[config.mk]
export PLATFORM = sky130hd
export DESIGN_NAME = prng_gen
export DESIGN_NICKNAME = d
export VERILOG_FILES = /design/src/rtl/prng_pkg.sv /design/src/rtl/prng_lfsr_core.sv /design/src/rtl/prng_gen.sv
export SDC_FILE = /design/constraint.sdc
export NUM_CORES = 1
export LEC_CHECK = 0
export CORE_AREA = 10 10 86 88
export CTS_BUF_LIST = sky130_fd_sc_hd__clkbuf_2
export DETAILED_ROUTE_END_ITERATION = 12
export DIE_AREA = 0 0 96 98
export PLACE_DENSITY = 0.86
export SLEW_MARGIN = 20
export SYNTH_ARGS = -nofsm -noshare
export SYNTH_HDL_FRONTEND = slang
export SYNTH_SLANG_ARGS = --single-unit
[constraint.sdc]
create_clock -name CLK -period 3.45 [get_ports CLK]
set_input_delay 0.8625 -clock CLK [delete_from_list [all_inputs] [get_ports CLK]]
set_output_delay 0.8625 -clock CLK [all_outputs]
set_load 0.02 [all_outputs]
[src/rtl/prng_pkg.sv]
// Shared constants for prng_gen: LFSR tap masks per width and active-low 7-segment codes.
// The hex output itself is only built when PRNG_HEX_EN is defined.
package prng_pkg;

  // Tap masks: bit i set means state[i] feeds the XNOR feedback.
  localparam logic [31:0] TAP_MASK_4  = 32'h0000_000C;  // taps 3,2
  localparam logic [31:0] TAP_MASK_8  = 32'h0000_00B8;  // taps 7,5,4,3
  localparam logic [31:0] TAP_MASK_16 = 32'h0000_D008;  // taps 15,14,12,3
  localparam logic [31:0] TAP_MASK_32 = 32'h8020_0003;  // taps 31,21,1,0

  function automatic logic [31:0] tap_mask(input int width);
    logic [31:0] m;
    m = '0;
    case (width)
      4:       m = TAP_MASK_4;
      8:       m = TAP_MASK_8;
      16:      m = TAP_MASK_16;
      32:      m = TAP_MASK_32;
      default: m = '0;
    endcase
    return m;
  endfunction

  typedef logic [6:0] seg_t;

  // Segment order {g,f,e,d,c,b,a}; a 0 lights the segment.
  localparam seg_t SEG_0 = 7'h40;
  localparam seg_t SEG_1 = 7'h79;
  localparam seg_t SEG_2 = 7'h24;
  localparam seg_t SEG_3 = 7'h30;
  localparam seg_t SEG_4 = 7'h19;
  localparam seg_t SEG_5 = 7'h12;
  localparam seg_t SEG_6 = 7'h02;
  localparam seg_t SEG_7 = 7'h78;
  localparam seg_t SEG_8 = 7'h00;
  localparam seg_t SEG_9 = 7'h10;
  localparam seg_t SEG_A = 7'h08;
  localparam seg_t SEG_B = 7'h03;
  localparam seg_t SEG_C = 7'h46;
  localparam seg_t SEG_D = 7'h21;
  localparam seg_t SEG_E = 7'h06;
  localparam seg_t SEG_F = 7'h0E;

  function automatic seg_t seg_code(input logic [3:0] nibble);
    seg_t s;
    s = SEG_0;
    case (nibble)
      4'h0: s = SEG_0;
      4'h1: s = SEG_1;
      4'h2: s = SEG_2;
      4'h3: s = SEG_3;
      4'h4: s = SEG_4;
      4'h5: s = SEG_5;
      4'h6: s = SEG_6;
      4'h7: s = SEG_7;
      4'h8: s = SEG_8;
      4'h9: s = SEG_9;
      4'hA: s = SEG_A;
      4'hB: s = SEG_B;
      4'hC: s = SEG_C;
      4'hD: s = SEG_D;
      4'hE: s = SEG_E;
      default: s = SEG_F;
    endcase
    return s;
  endfunction

endpackage

[src/rtl/prng_lfsr_core.sv]
// Left-shifting XNOR LFSR with synchronous seed load; the all-ones lockup seed loads as zero.
module prng_lfsr_core
  import prng_pkg::*;
#(
  parameter int            W    = 8,
  parameter logic [W-1:0]  INIT = '0
) (
  input  logic         CLK,
  input  logic         EN,
  input  logic         step,
  input  logic         load,
  input  logic [W-1:0] load_val,
  output logic [W-1:0] state
);

  localparam logic [W-1:0] TAPS = W'(tap_mask(W));

  logic         fb;
  logic [W-1:0] load_safe;

  // XNOR feedback: all-zero is a legal state, all-ones is the stuck state.
  assign fb        = ~^(state & TAPS);
  assign load_safe = (&load_val) ? '0 : load_val;

  always_ff @(posedge CLK) begin
    if (!EN) begin
      state <= INIT;
    end else if (load) begin
      state <= load_safe;
    end else if (step) begin
      state <= {state[W-2:0], fb};
    end
  end

endmodule

[src/rtl/prng_gen.sv]
// Divider-paced PRNG: data LFSR bit pairs selected by a control LFSR, with valid/ready output.
// Define PRNG_HEX_EN to add the registered active-low 7-segment hex port.
module prng_gen
  import prng_pkg::*;
#(
  parameter int                  OUT_W     = 8,
  parameter int unsigned         DIV       = 50_000_000,
  parameter logic [2*OUT_W-1:0]  SEED_DATA = '0,
  parameter logic [OUT_W-1:0]    SEED_CTRL = '0
) (
  input  logic                 CLK,
  input  logic                 EN,
  input  logic                 run,
  input  logic                 step,
  input  logic                 seed_we,
  input  logic [3*OUT_W-1:0]   seed_data,
  output logic [OUT_W-1:0]     out_data,
  output logic                 out_valid,
  input  logic                 out_ready,
  output logic                 overrun,
  input  logic                 ovr_clr,
  output logic                 tick_led
`ifdef PRNG_HEX_EN
  ,
  output logic [7*OUT_W/4-1:0] hex
`endif
);

  localparam int          DW       = 2 * OUT_W;
  localparam logic [31:0] DIV_LAST = 32'(DIV - 1);

  logic [31:0]      div_cnt;
  logic             tick;
  logic             evt;
  logic [DW-1:0]    data_state;
  logic [OUT_W-1:0] ctrl_state;
  logic [OUT_W-1:0] sel_word;
  logic             take_new;
  logic             drop_old;
  logic             ovr_set;

  // Divider: counts only while run is high, ticks on DIV-1 and wraps.
  assign tick = run && (div_cnt == DIV_LAST);

  always_ff @(posedge CLK) begin
    if (!EN) begin
      div_cnt <= '0;
    end else if (run) begin
      div_cnt <= tick ? '0 : div_cnt + 32'd1;
    end
  end

  assign evt = (tick | step) & ~seed_we;

  prng_lfsr_core #(
    .W    (DW),
    .INIT (SEED_DATA)
  ) u_data_lfsr (
    .CLK      (CLK),
    .EN       (EN),
    .step     (evt),
    .load     (seed_we),
    .load_val (seed_data[DW-1:0]),
    .state    (data_state)
  );

  prng_lfsr_core #(
    .W    (OUT_W),
    .INIT (SEED_CTRL)
  ) u_ctrl_lfsr (
    .CLK      (CLK),
    .EN       (EN),
    .step     (evt),
    .load     (seed_we),
    .load_val (seed_data[3*OUT_W-1:DW]),
    .state    (ctrl_state)
  );

  // Each output bit picks one of its data bit pair using the pre-advance state.
  always_comb begin
    sel_word = '0;
    for (int j = 0; j < OUT_W; j++) begin
      sel_word[j] = ctrl_state[j] ? data_state[2*j+1] : data_state[2*j];
    end
  end

  // Handshake: a word transfers on a cycle where out_valid and out_ready are both high.
  // out_valid stays high until that transfer; out_data never changes while an
  // unconsumed word is held, and an event during that time is lost and flagged by overrun.
  assign take_new = evt && (!out_valid || out_ready);
  assign drop_old = out_valid && out_ready && !evt;
  assign ovr_set  = evt && out_valid && !out_ready;

  always_ff @(posedge CLK) begin
    if (!EN) begin
      out_data  <= '0;
      out_valid <= 1'b0;
      overrun   <= 1'b0;
      tick_led  <= 1'b0;
    end else begin
      if (take_new) begin
        out_data  <= sel_word;
        out_valid <= 1'b1;
      end else if (drop_old) begin
        out_valid <= 1'b0;
      end
      if (ovr_set) begin
        overrun <= 1'b1;
      end else if (ovr_clr) begin
        overrun <= 1'b0;
      end
      if (evt) begin
        tick_led <= ~tick_led;
      end
    end
  end

`ifdef PRNG_HEX_EN
  localparam int NIB = OUT_W / 4;

  logic [7*NIB-1:0] hex_next;

  for (genvar n = 0; n < NIB; n++) begin : g_hex_dec
    assign hex_next[7*n +: 7] = seg_code(out_data[4*n +: 4]);
  end

  always_ff @(posedge CLK) begin
    if (!EN) begin
      hex <= {NIB{SEG_0}};
    end else begin
      hex <= hex_next;
    end
  end
`endif

endmodule

==> impl_metrics.csv, run 1 <==
group,metric,value,unit
sta,hold_viol,0,
clocking,htree_levels,3,
worst_setup_path,r2r_setup_slack,1.07,ns
worst_setup_path,path_class,"in2reg",
power,leakagePower,1.40,nW
placed_design,placed_area,3910,µm²
power,seq_power_share,0.590,
flow_run,cap_violations,0,
synthesis,synth_nets,424,
power,p_comb_frac,0.143,
synthesis,synthTopCellsByArea,"dfxtp_1, a21oi_1, xor2_1",
drt,dr.pass1.iters,7,
drt,drtIter0Drc,336,
die,die_w,96,µm
placed_design,io_buffers,41,
placed_design,dp_hpwl,6420,µm
clocking,clock_latency,0.51,ns
drt,ant_nets,0,
global_route,antenna_found_initial,0,
clocking,ctsRootBufferMaster,"clkbuf_2",
layout,final_util,0.695,
clocking,path_clk_slew,0.18,ns
power,vdd_drop_max,0.261,mV
sta,finalCriticalPeriod,2.51,ns
die,die_y,98,µm
sta,clock-skew-final,0.0248,ns
drt,viasPerCell,6.33,
worst_setup_path,worst_setup_path_end_kind,"register",
die,initial_utilization,0.600,
layout,drive_gt1_frac,0.0936,
layout,antenna_cells,0,
die,coreArea,5750,µm²
layout,design_area,3990,µm²
clocking,post_cts.repair.setup_buffers,0,
synthesis,synth_seq_cells,67,
clocking,cts_made_buffers,9,
outcome,outcome,"finished, final reports clean",
global_route,grt-busiest-layer,"met2",
synthesis,synth_area,3450,µm²
drt,wl_per_cell,17.2,µm
worst_setup_path,crit_slowest_cell,"clkdlybuf4s50_1",
synthesis,postSynthCellCount,392,
clocking,clockBufferDepth,2,
synthesis,syn_avg_cell_area,8.79,µm²
global_route,gr-usage-met3,0.0429,
worst_setup_path,cp_slowest_stage_delay,0.58,ns
die,die-area,9410,µm²
worst_setup_path,start_kind,"input pin",
sta,max_freq,399,MHz
drt,vias,3249,
drt,drc,0,
global_route,grt_use_met1,0.239,
global_route,first_global_vias,3012,
global_route,track_usage,0.189,
sta,maxSlewViolCount,0,
worst_setup_path,worstPathMaxFanout,29,
synthesis,synth_edf_count,0,
worst_hold_path,hold_class,"reg2reg",
sta,timing.setup.tns,0,ns
synthesis,ys_types,53,
global_route,grt_first_pass_wirelength,14500,µm
power,p_int,1.01,mW
synthesis,synth-seq-area-share,0.389,
worst_setup_path,path_cells,"clkdlybuf4s50_1 -> and4_1 -> nand4_1 -> or2_1 -> o21ai_2 -> buf_4 -> nor2_1",
power,pwr-share-clk,0.266,
die,io_pins,42,
sta,finalSetupViolations,0,
synthesis,synth_top_area_cell,"dfxtp_1",
clocking,cts_hold_buf,0,
layout,syn_to_final_growth,15.9,%
die,rows,28,
global_route,grt_max_degree,30,
worst_setup_path,path_buf_inv,2,
clocking,cts-resized-gates,0,
synthesis,synth_ff_type,"dfxtp_1",
synthesis,synth_warnings,0,
sta,max-slew-margin-rel,0.532,
power,p_per_area,356,nW/µm²
sta,finalCritPeriodShare,0.727,
clocking,cts_tree,"built",
power,swShare,0.290,
worst_setup_path,cp_data_arrival_time,2.91,ns
layout,nets,465,
global_route,grt.overflow.total,0,
worst_setup_path,required,3.85,ns
synthesis,async_flop_share,0,
synthesis,synth_top_area_share,0.389,
sta,worst_pin_slew,0.698,ns
clocking,clkSinkCount,67,
placed_design,place.gp.congestion,0.868,
drt,wl,8850,µm
worst_setup_path,path_delay_family,"simple AND/OR/NAND/NOR gates",
sta,rsz0062_at_grt,"false",
sta,timing.hold.ws,0.494,ns
global_route,use_met2,0.295,
power,p_sw,0.412,mW
through the flow:
stage	worst slack, ns	cells	power (mW)
after global placement	0.502	497	1.05
after CTS	0.984	513	1.42
after floorplan	1.24	392	0.966
after global routing	0.784	513	1.47
after detailed placement	0.408	497	1.05
final	0.943	513	1.42
power by group through the flow:
stage / Combinational, mW / Clock, mW / Sequential, mW
detailed placement: 0.201 / 0 / 0.853
global placement: 0.197 / 0 / 0.852
global route: 0.221 / 0.410 / 0.843
CTS: 0.202 / 0.382 / 0.837
floorplan: 0.112 / 0 / 0.854
finish: 0.203 / 0.378 / 0.838
state kept, by name, summed over array words and instances (netlist names):
register	cells
div_cnt	32
out_data	8
out_valid	1
overrun	1
tick_led	1
u_ctrl_lfsr.state	8
u_data_lfsr.state	16
kinds of logic (layout without fill, tap and decap cells):
logic type / count (synthesis) / in the layout / share of synthesized area
flip-flops: 67 / 67 / 0.389
multiplexers: 8 / 8 / 0.0232
adder cells (fa/ha/maj): 1 / 1 / 0.00363
XOR/XNOR: 29 / 29 / 0.0737
AND/OR/NAND/NOR: 161 / 161 / 0.268
buffers and inverters: 26 / 72 / 0.0396
AO/OA/AOI/OAI: 100 / 100 / 0.203
routing by layer:
layer | routed length, µm | part of all wire
met5 | 0 | 0
met4 | 248 | 0.028
met3 | 627 | 0.071
met2 | 4150 | 0.47
met1 | 3820 | 0.43
synthesized netlist by cell type (3+ instances only):
| library cell | n |
|---|---|
| a21oi_1 | 30 |
| buf_4 | 3 |
| o221a_2 | 8 |
| mux2i_1 | 8 |
| a222oi_1 | 8 |
| nor2_1 | 34 |
| nand4_1 | 20 |
| nand3_1 | 10 |
| and3_1 | 10 |
| a211oi_1 | 5 |
| o31a_1 | 4 |
| a32oi_1 | 6 |
| clkbuf_1 | 10 |
| nor3_1 | 12 |
| nor2b_1 | 12 |
| dfxtp_1 | 67 |
| a22oi_1 | 3 |
| and4_1 | 3 |
| buf_6 | 3 |
| or3_1 | 6 |
| o21a_1 | 4 |
| inv_1 | 4 |
| nand2b_1 | 5 |
| o31ai_1 | 7 |
| nor4b_1 | 6 |
| xor2_1 | 15 |
| xnor2_1 | 14 |
| buf_2 | 4 |
| nor4bb_1 | 3 |
| nand2_1 | 25 |
| o21ai_0 | 17 |
worst paths after layout:
path	startpoint	endpoint	depth (start not counted)
max reg2reg	div_cnt[31]	out_data[4]	5
min reg2reg	overrun	overrun	2
min	overrun	overrun	2
max	run	div_cnt[24]	7
worst register-to-register path: cells and delay by family, from the launching register on:
family | cells | cell delay, ns
simple gates | 3 | 1.39
flops | 1 | 0.37
compound gates | 2 | 0.56
layout make-up:
cell class                 instances  area [µm²]
clock inverter                     5        30.0
inverter                           5        18.8
timing repair buffer              51         485
multi-input combinational        299        1970
fill                             490        1750
tap                               75        93.8
sequential                        67        1340
clock buffer                      11        55.1
cells in the final DEF (no fill, tap or decap), types with 5 or more instances in the layout:
| cell type | netlist | layout |
|---|---|---|
| nor2_1 | 34 | 34 |
| nand4_1 | 20 | 20 |
| a21oi_1 | 30 | 30 |
| xor2_1 | 15 | 15 |
| nand2b_1 | 5 | 5 |
| o31ai_1 | 7 | 7 |
| a222oi_1 | 8 | 8 |
| buf_4 | 3 | 10 |
| a32oi_1 | 6 | 6 |
| a211oi_1 | 5 | 5 |
| nand3_1 | 10 | 10 |
| o221a_2 | 8 | 8 |
| and3_1 | 10 | 10 |
| xnor2_1 | 14 | 14 |
| nor2b_1 | 12 | 12 |
| nor4b_1 | 6 | 6 |
| o21ai_0 | 17 | 17 |
| mux2i_1 | 8 | 8 |
| clkdlybuf4s50_1 | 0 | 41 |
| clkbuf_2 | 0 | 11 |
| or3_1 | 6 | 6 |
| nor3_1 | 12 | 12 |
| nand2_1 | 25 | 25 |
| dfxtp_1 | 67 | 67 |
Note: power is estimated with default switching activity, not from simulation.
==> inputs of run 2 (changes only) <==
--- a/config.mk
+++ b/config.mk
@@ -5,11 +5,11 @@
 export SDC_FILE = /design/constraint.sdc
 export NUM_CORES = 1
 export LEC_CHECK = 0
-export CORE_AREA = 10 10 86 88
+export CORE_AREA = 10 10 93 95
 export CTS_BUF_LIST = sky130_fd_sc_hd__clkbuf_2
 export DETAILED_ROUTE_END_ITERATION = 12
-export DIE_AREA = 0 0 96 98
-export PLACE_DENSITY = 0.86
+export DIE_AREA = 0 0 103 105
+export PLACE_DENSITY = 0.77
 export SLEW_MARGIN = 20
 export SYNTH_ARGS = -nofsm -noshare
 export SYNTH_HDL_FRONTEND = slang
==> constraint.sdc (replaced) <==
create_clock -name CLK -period 2.3 [get_ports CLK]
set_input_delay 0.575 -clock CLK [delete_from_list [all_inputs] [get_ports CLK]]
set_output_delay 0.575 -clock CLK [all_outputs]
set_load 0.02 [all_outputs]
==> run 2 against run 1 <==
Setup slack worse by 0.73 ns. Critical path type is now reg2out. First-iteration DRC count is 6.8% lower. Global-route usage is 1.8 points lower. Final cell count is 7.0% higher. Worst hold slack worse by 0.0092 ns. Die area is 15% higher. Largest power group unchanged.
==> impl_metrics.csv, run 2 (same netlist as run 1, synthesis figures left out) <==
group,metric,value,unit
worst_setup_path,path_cells,"clkdlybuf4s50_1",
drt,route.met3.wl,628,µm
layout,largest_register,"div_cnt",
layout,syn_to_final_growth,23.6,%
layout,final_util,0.631,
global_route,antenna_found_initial,0,
clocking,clkSinkCount,67,
layout,layout_common_cells,"dfxtp_1, clkdlybuf4s50_1, buf_4",
worst_setup_path,path_buf_inv,1,
power,power,2.13,mW
clocking,cts-resized-gates,0,
sta,worst_slack,0.213,ns
worst_setup_path,path_delay_family,"buffers and inverters",
worst_hold_path,min_path_cells,2,
die,rows,30,
layout,largest_reg_flops,32,
global_route,grt.overflow.total,0,
placed_design,dp_hpwl,6880,µm
sta,finalSetupViolations,0,
placed_design,place.gp.congestion,0.886,
worst_setup_path,path_class,"reg2out",
clocking,cts_tree,"built",
die,die_y,105,µm
layout,nets,497,
drt,drt-met1-wl,4190,µm
clocking,post_cts.repair.setup_buffers,0,
sta,max_freq,479,MHz
worst_setup_path,start_kind,"register",
clocking,clockBufferDepth,2,
sta,timing.setup.tns,0,ns
worst_setup_path,rr_worst_depth,5,
worst_setup_path,required,1.73,ns
worst_setup_path,worst_setup_path_end_kind,"primary output",
drt,wl_per_cell,16.6,µm
worst_hold_path,hold_class,"reg2reg",
power,p_per_area,501,nW/µm²
drt,dr.pass1.iters,7,
layout,final_common_cell,"dfxtp_1",
worst_setup_path,cp_num_cells,1,
flow_run,cap_violations,0,
drt,drc,0,
global_route,first_global_vias,3090,
global_route,grt_first_pass_wirelength,15300,µm
drt,vias,3336,
placed_design,io_buffers,41,
placed_design,placed_cells,534,
clocking,htree_levels,3,
sta,finalCritPeriodShare,0.908,
sta,worst_pin_slew,0.532,ns
sta,max-slew-margin-rel,0.644,
layout,antenna_cells,0,
drt,drtIter0Drc,313,
sta,clock-skew-final,0.0198,ns
layout,reg_top3,"div_cnt (32), u_data_lfsr.state (16)",
clocking,ctsRootBufferMaster,"clkbuf_2",
worst_setup_path,worstPathMaxFanout,3,
drt,wl,9090,µm
sta,maxSlewViolCount,0,
die,die-area,10800,µm²
clocking,cts_hold_buf,0,
sta,finalCriticalPeriod,2.09,ns
die,die_w,103,µm
power,vdd_drop_max,0.347,mV
sta,hold_viol,0,
layout,drive_gt1_frac,0.156,
die,initial_utilization,0.510,
global_route,track_usage,0.172,
drt,dr.max_layer_used,"met4",
worst_setup_path,cp_data_arrival_time,1.51,ns
drt,viasPerCell,6.08,
clocking,clock_latency,0.50,ns
layout,finalNonFillerCells,549,
die,coreArea,6760,µm²
drt,ant_nets,0,
global_route,grt_max_degree,30,
worst_setup_path,crit_slowest_cell,"clkdlybuf4s50_1",
power,leakagePower,1.56,nW
clocking,cts_made_buffers,9,
drt,route.met2.wl,4170,µm
die,io_pins,42,
worst_setup_path,cp_slowest_stage_delay,0.62,ns
placed_design,dp_slack,-0.304,ns
clocking,path_clk_slew,0.17,ns
sta,rsz0062_at_grt,"false",
outcome,outcome,"finished, final reports clean",
## run 2: area by class of cell
class,instances,area (µm²)
inverters,5,18.8
repair buffers,83,751
well taps,80,100
fillers,582,2490
multi-input cells,299,1970
clock buffers,9,45.0
clock inverters,6,33.8
flip-flops and latches,67,1340
## run 2: layer usage
metal | GRT usage | up-vias
met5 | 0 | -
met4 | 0.0417 | 0
met3 | 0.0468 | 11
met2 | 0.258 | 105
met1 | 0.236 | 1596
li1 | - | 1624
## run 2: worst paths after layout
path / endpoint / from / slack, ns
worst min-delay path: overrun / overrun / 0.48
worst max register to register: out_data[1] / div_cnt[10] / 0.24
worst max-delay path: tick_led / tick_led / 0.21
worst min register to register: overrun / overrun / 0.48
## run 2: through the flow
stage | cell area, µm² | hold WS, ns
2_1_floorplan | 3450 | 0.458
3_3_place_gp | 4180 | 0.460
3_5_place_dp | 4180 | 0.469
4_1_cts | 4260 | 0.493
5_1_grt | 4260 | 0.531
6_report | 4260 | 0.485
## run 2: worst min-delay path, stage by stage, from the launching register on
cell	delay [ns]
dfxtp_1	0.35
nand2b_1	0.06
a21oi_1	0.05
## run 2: power by group
group	total (mW)	internal (mW)	switching (mW)
Clock	0.541	0.126	0.415
Combinational	0.332	0.181	0.151
Sequential	1.26	1.21	0.0522
==> inputs of run 3 (changes only) <==
--- a/config.mk
+++ b/config.mk
@@ -5,10 +5,10 @@
 export SDC_FILE = /design/constraint.sdc
 export NUM_CORES = 1
 export LEC_CHECK = 0
-export CORE_AREA = 10 10 93 95
+export CORE_AREA = 2 2 85 87
 export CTS_BUF_LIST = sky130_fd_sc_hd__clkbuf_2
 export DETAILED_ROUTE_END_ITERATION = 12
-export DIE_AREA = 0 0 103 105
+export DIE_AREA = 0 0 87 89
 export PLACE_DENSITY = 0.77
 export SLEW_MARGIN = 20
 export SYNTH_ARGS = -nofsm -noshare
==> run 3 against run 2 <==
Global-route usage increased by 6.8 points. Power increased by 0.98%. Non-clock buffer count unchanged. Final area about the same. Routed wire length decreased by 0.97%. Worst hold slack improved by 0.0072 ns. Clock power increased by 4%. Critical path type unchanged. Highest routed layer unchanged.
==> impl_metrics.csv, run 3 (same netlist as run 1, synthesis figures left out) <==
group,metric,value,unit
outcome,outcome,"finished, final reports clean",
flow_run,cap_violations,0,
sta,finalSetupViolations,0,
worst_hold_path,holdCritStartpoint,"overrun",
power,p_int,1.51,mW
global_route,use_met2,0.377,
worst_setup_path,crit_start,"tick_led",
clocking,clock_latency,0.54,ns
drt,viasPerCell,6.08,
placed_design,dp_hpwl,6570,µm
sta,hold_viol,0,
sta,clock-skew-final,0.0242,ns
worst_setup_path,path_delay_family,"buffers and inverters",
worst_setup_path,path_buf_inv,1,
layout,final_common_cell,"dfxtp_1",
global_route,grt_use_met1,0.327,
worst_setup_path,cp_data_arrival_time,1.55,ns
sta,worst_pin_slew,0.686,ns
sta,maxSlewViolCount,0,
die,die_w,87,µm
worst_setup_path,rr_worst_depth,6,
drt,ant_nets,0,
die,initial_utilization,0.513,
layout,multi_input_area,1970,µm²
layout,nets,497,
worst_setup_path,worst_setup_path_end_kind,"primary output",
layout,layout_common_cells,"dfxtp_1, clkdlybuf4s50_1, buf_4",
worst_setup_path,path_cells,"clkdlybuf4s50_1",
global_route,gr-usage-met3,0.0508,
placed_design,placed_cells,534,
layout,largest_reg_flops,32,
power,leakagePower,1.56,nW
sta,finalCritPeriodShare,0.923,
global_route,grt_max_degree,30,
power,vdd_drop_max,0.252,mV
power,pwr-share-clk,0.260,
power,p_comb_frac,0.154,
layout,largest_register,"div_cnt",
power,power,2.15,mW
clocking,post_cts.repair.setup_buffers,0,
clocking,cts_made_buffers,9,
power,p_per_area,505,nW/µm²
layout,fillers,608,
worst_setup_path,r2r-start,"div_cnt[10]",
worst_hold_path,hold_class,"reg2reg",
layout,finalNonFillerCells,550,
layout,antenna_cells,0,
drt,wl,9010,µm
clocking,cts_hold_buf,0,
global_route,antenna_found_initial,0,
global_route,first_global_vias,3008,
global_route,grt_first_pass_wirelength,14500,µm
worst_setup_path,crit_slowest_cell,"clkdlybuf4s50_1",
sta,finalCriticalPeriod,2.12,ns
worst_setup_path,timing.rr.end,"u_ctrl_lfsr.state[4]",
sta,rsz0062_at_grt,"false",
layout,drive_gt1_frac,0.155,
sta,max-slew-margin-rel,0.540,
sta,max_freq,471,MHz
clocking,cts_tree,"built",
die,coreArea,6720,µm²
worst_setup_path,cp_num_cells,1,
clocking,clockBufferDepth,2,
sta,timing.setup.tns,0,ns
worst_setup_path,start_kind,"register",
power,swShare,0.297,
worst_setup_path,required,1.73,ns
drt,drtIter0Drc,289,
layout,reg_top3,"div_cnt (32), u_data_lfsr.state (16)",
drt,drc,0,
worst_setup_path,path_class,"reg2out",
die,io_pins,42,
global_route,grt-busiest-layer,"met2",
die,die-area,7740,µm²
worst_setup_path,cp_slowest_stage_delay,0.61,ns
clocking,path_clk_slew,0.18,ns
die,die_y,89,µm
layout,regArea,1340,µm²
power,p_sw,0.640,mW
power,seq_power_share,0.586,
drt,wl_per_cell,16.4,µm
worst_setup_path,crit_path_end,"tick_led",
die,rows,30,
sta,timing.hold.ws,0.492,ns
global_route,grt.overflow.total,0,
layout,syn_to_final_growth,23.7,%
placed_design,io_buffers,41,
worst_setup_path,worstPathMaxFanout,3,
global_route,track_usage,0.240,
clocking,clkSinkCount,67,
drt,vias,3345,
clocking,cts-resized-gates,0,
worst_setup_path,r2r_setup_slack,0.26,ns
drt,dr.pass1.iters,5,
placed_design,place.gp.congestion,0.843,
clocking,htree_levels,3,
clocking,ctsRootBufferMaster,"clkbuf_2",
## run 3: cell types whose count changed in the layout (fill, tap and decap cells not counted), sizes merged
| cell | change |
|---|---|
| clkinv | +2 |
| clkinvlp | -1 |
## run 3: per-layer routing
metal	wire length (µm)	vias up
met5	0	-
met4	144	0
met3	592	13
met2	4130	127
met1	4130	1584
li1	-	1621
## run 3: through the flow
step | util | cell area (µm²) | worst slack [ns]
final | 0.634 | 4260 | 0.178
after detailed placement | 0.622 | 4180 | -0.414
after floorplan | - | 3450 | 0.375
after CTS | 0.634 | 4260 | 0.149
after global routing | 0.634 | 4260 | 0.0499
after global placement | 0.622 | 4180 | -0.364
## run 3: final cells by class
| class | instances | share of cell area |
|---|---|---|
| Clock buffer | 9 | 0.0106 |
| Clock inverter | 7 | 0.00822 |
| Inverter | 5 | 0.00440 |
| Multi-Input combinational cell | 299 | 0.463 |
| Sequential cell | 67 | 0.315 |
| Tap cell | 80 | 0.0235 |
| Timing Repair Buffer | 83 | 0.176 |
## run 3: power groups by stage
stage / Clock [mW] / Combinational (mW) / Sequential (mW)
final: 0.560 / 0.332 / 1.26
after detailed placement: 0 / 0.327 / 1.28
after global placement: 0 / 0.321 / 1.28
after CTS: 0.562 / 0.329 / 1.26
after floorplan: 0 / 0.168 / 1.28
after global routing: 0.612 / 0.360 / 1.27
## run 3: worst min-delay path by stage
stage                            end  slack (ns)  cells past startpoint
after global routing         overrun        0.53                      2
final                        overrun        0.49                      2
after floorplan           div_cnt[1]        0.46                      2
after detailed placement     overrun        0.48                      2
after CTS                    overrun        0.50                      2
after global placement       overrun        0.46                      2
==> variant: new RTL, config.mk and constraints of run 3 <==
Add a define of `PRNG_HEX_EN`.
--- a/src/rtl/prng_gen.sv
+++ b/src/rtl/prng_gen.sv
@@ -1,4 +1,6 @@
 // Divider-paced PRNG: data LFSR bit pairs selected by a control LFSR, with valid/ready output.
 // Define PRNG_HEX_EN to add the registered active-low 7-segment hex port.
+`define PRNG_HEX_EN
+
 module prng_gen
   import prng_pkg::*;
Formal check against the unedited RTL (old outputs only; new: hex): equivalent (equiv_simple and equiv_induct, registers matched by name and starting in step).
==> variant against run 3 <==
Sequential cell count is 14 higher; critical endpoint is now out_data[0]; global-route usage is 1.2 points lower; wire length is 4.9% lower; power rose by 23%; worst setup slack worse by 0.028 ns; clock skew fell by 0.012 ns; synthesized area rose by 17%; first-iteration DRC count is 61% lower; final area up 14%; sequential share of layout area up 2.0 points.
==> variant: results <==
group,metric,value,unit
critical_path,critPathMaxStageDelay,0.63,ns
synth,ys_top_cells_by_area,"dfxtp_1 40%, a21oi_1 6.2%, xor2_1 5.9%, ha_1 4.0%, mux2i_1 4.0%",
layout,area_share_nonclk_buffers,0.152,
critical_path,crit_fanout,8,
clock_network,cts_resized,2,
timing,worstMarginPinSlew,0.608,ns
synth,synthAdderAreaFrac,0.0404,
pwr,power.leakage,1.80,nW
layout,num-multi-input-gates,343,
synth,synth_mux_area_frac,0.0622,
placement,place_ws,-0.123,ns
synth,ys_types,43,
synth,ys_seq_area_frac,0.403,
global_routing,grt_use_total,0.228,
detailed_routing,dr.first_iter.drc_count,113,
layout,num-nonclk-buffers,74,
layout,reg.largest.list,"div_cnt: 32 flops, u_data_lfsr.state: 16 flops, hex: 14 flops",
pwr,p_sw_frac,0.270,
critical_path,r2r-start,"div_cnt[7]$_SDFFE_PN0P_",
synth,synth_seq_cells,81,
placement,io_buffers,55,
pwr,seqPwrFrac,0.568,
layout,multi_input_area_share,0.466,
layout,drive_above_1_share,0.0996,
synth,syn_area,4020,um^2
layout,area_delta_synth_final,20.8,%
global_routing,grt_pass1_wl,14000,um
layout,nets,561,
synth,synth_compound_area_frac,0.151,
clock_network,clkTransAtPathRegs,0.20,ns
pwr,p_seq,0.00151,W
global_routing,grt_max_degree,49,
pwr,p_clk_frac,0.272,
timing,fin_skew,0.0120,ns
critical_path,cp.arrival,1.58,ns
pwr,ir_drop,0.000276,V
critical_path,startpoint,"out_data[0]$_SDFFE_PN0P_",
clock_network,worst_skew_pair.late_latency,0.50,ns
layout,seq_share,0.335,
synth,synth_xor_xnor_area_share,0.0784,
run_status,status,"finished, final reports clean",
## variant: cell count changes after synthesis, sizes merged, moves of 12 or more
cell / before / now
a21oi: 30 / 50
nor2b: 12 / 25
o21ai: 19 / 31
ha: 1 / 13
dfxtp: 67 / 81
xor2: 15 / 27
## variant: final timing paths
path / endpoint / slack [ns]
worst max-delay path: out_data[0] / 0.15
worst min-delay path: overrun$_SDFFE_PN0P_ / 0.48
worst min register to register: overrun$_SDFFE_PN0P_ / 0.48
worst max register to register: out_data[1]$_SDFFE_PN0P_ / 0.26
## variant: layer usage
layer / global-route usage / vias up / part of all wire
met3: 0.0342 / 11 / 0.035
li1: - / 1724 / -
met1: 0.301 / 1604 / 0.48
met2: 0.375 / 75 / 0.47
met4: 0.0909 / 0 / 0.015
met5: 0 / - / 0
## variant: metrics by stage
step                      hold WS (ns)  std cells  setup TNS, ns
after floorplan                  0.464        458              0
after global placement           0.459        586          -1.59
after detailed placement         0.458        586          -2.88
after CTS                        0.444        602              0
after global routing             0.459        602              0
final                            0.478        602              0
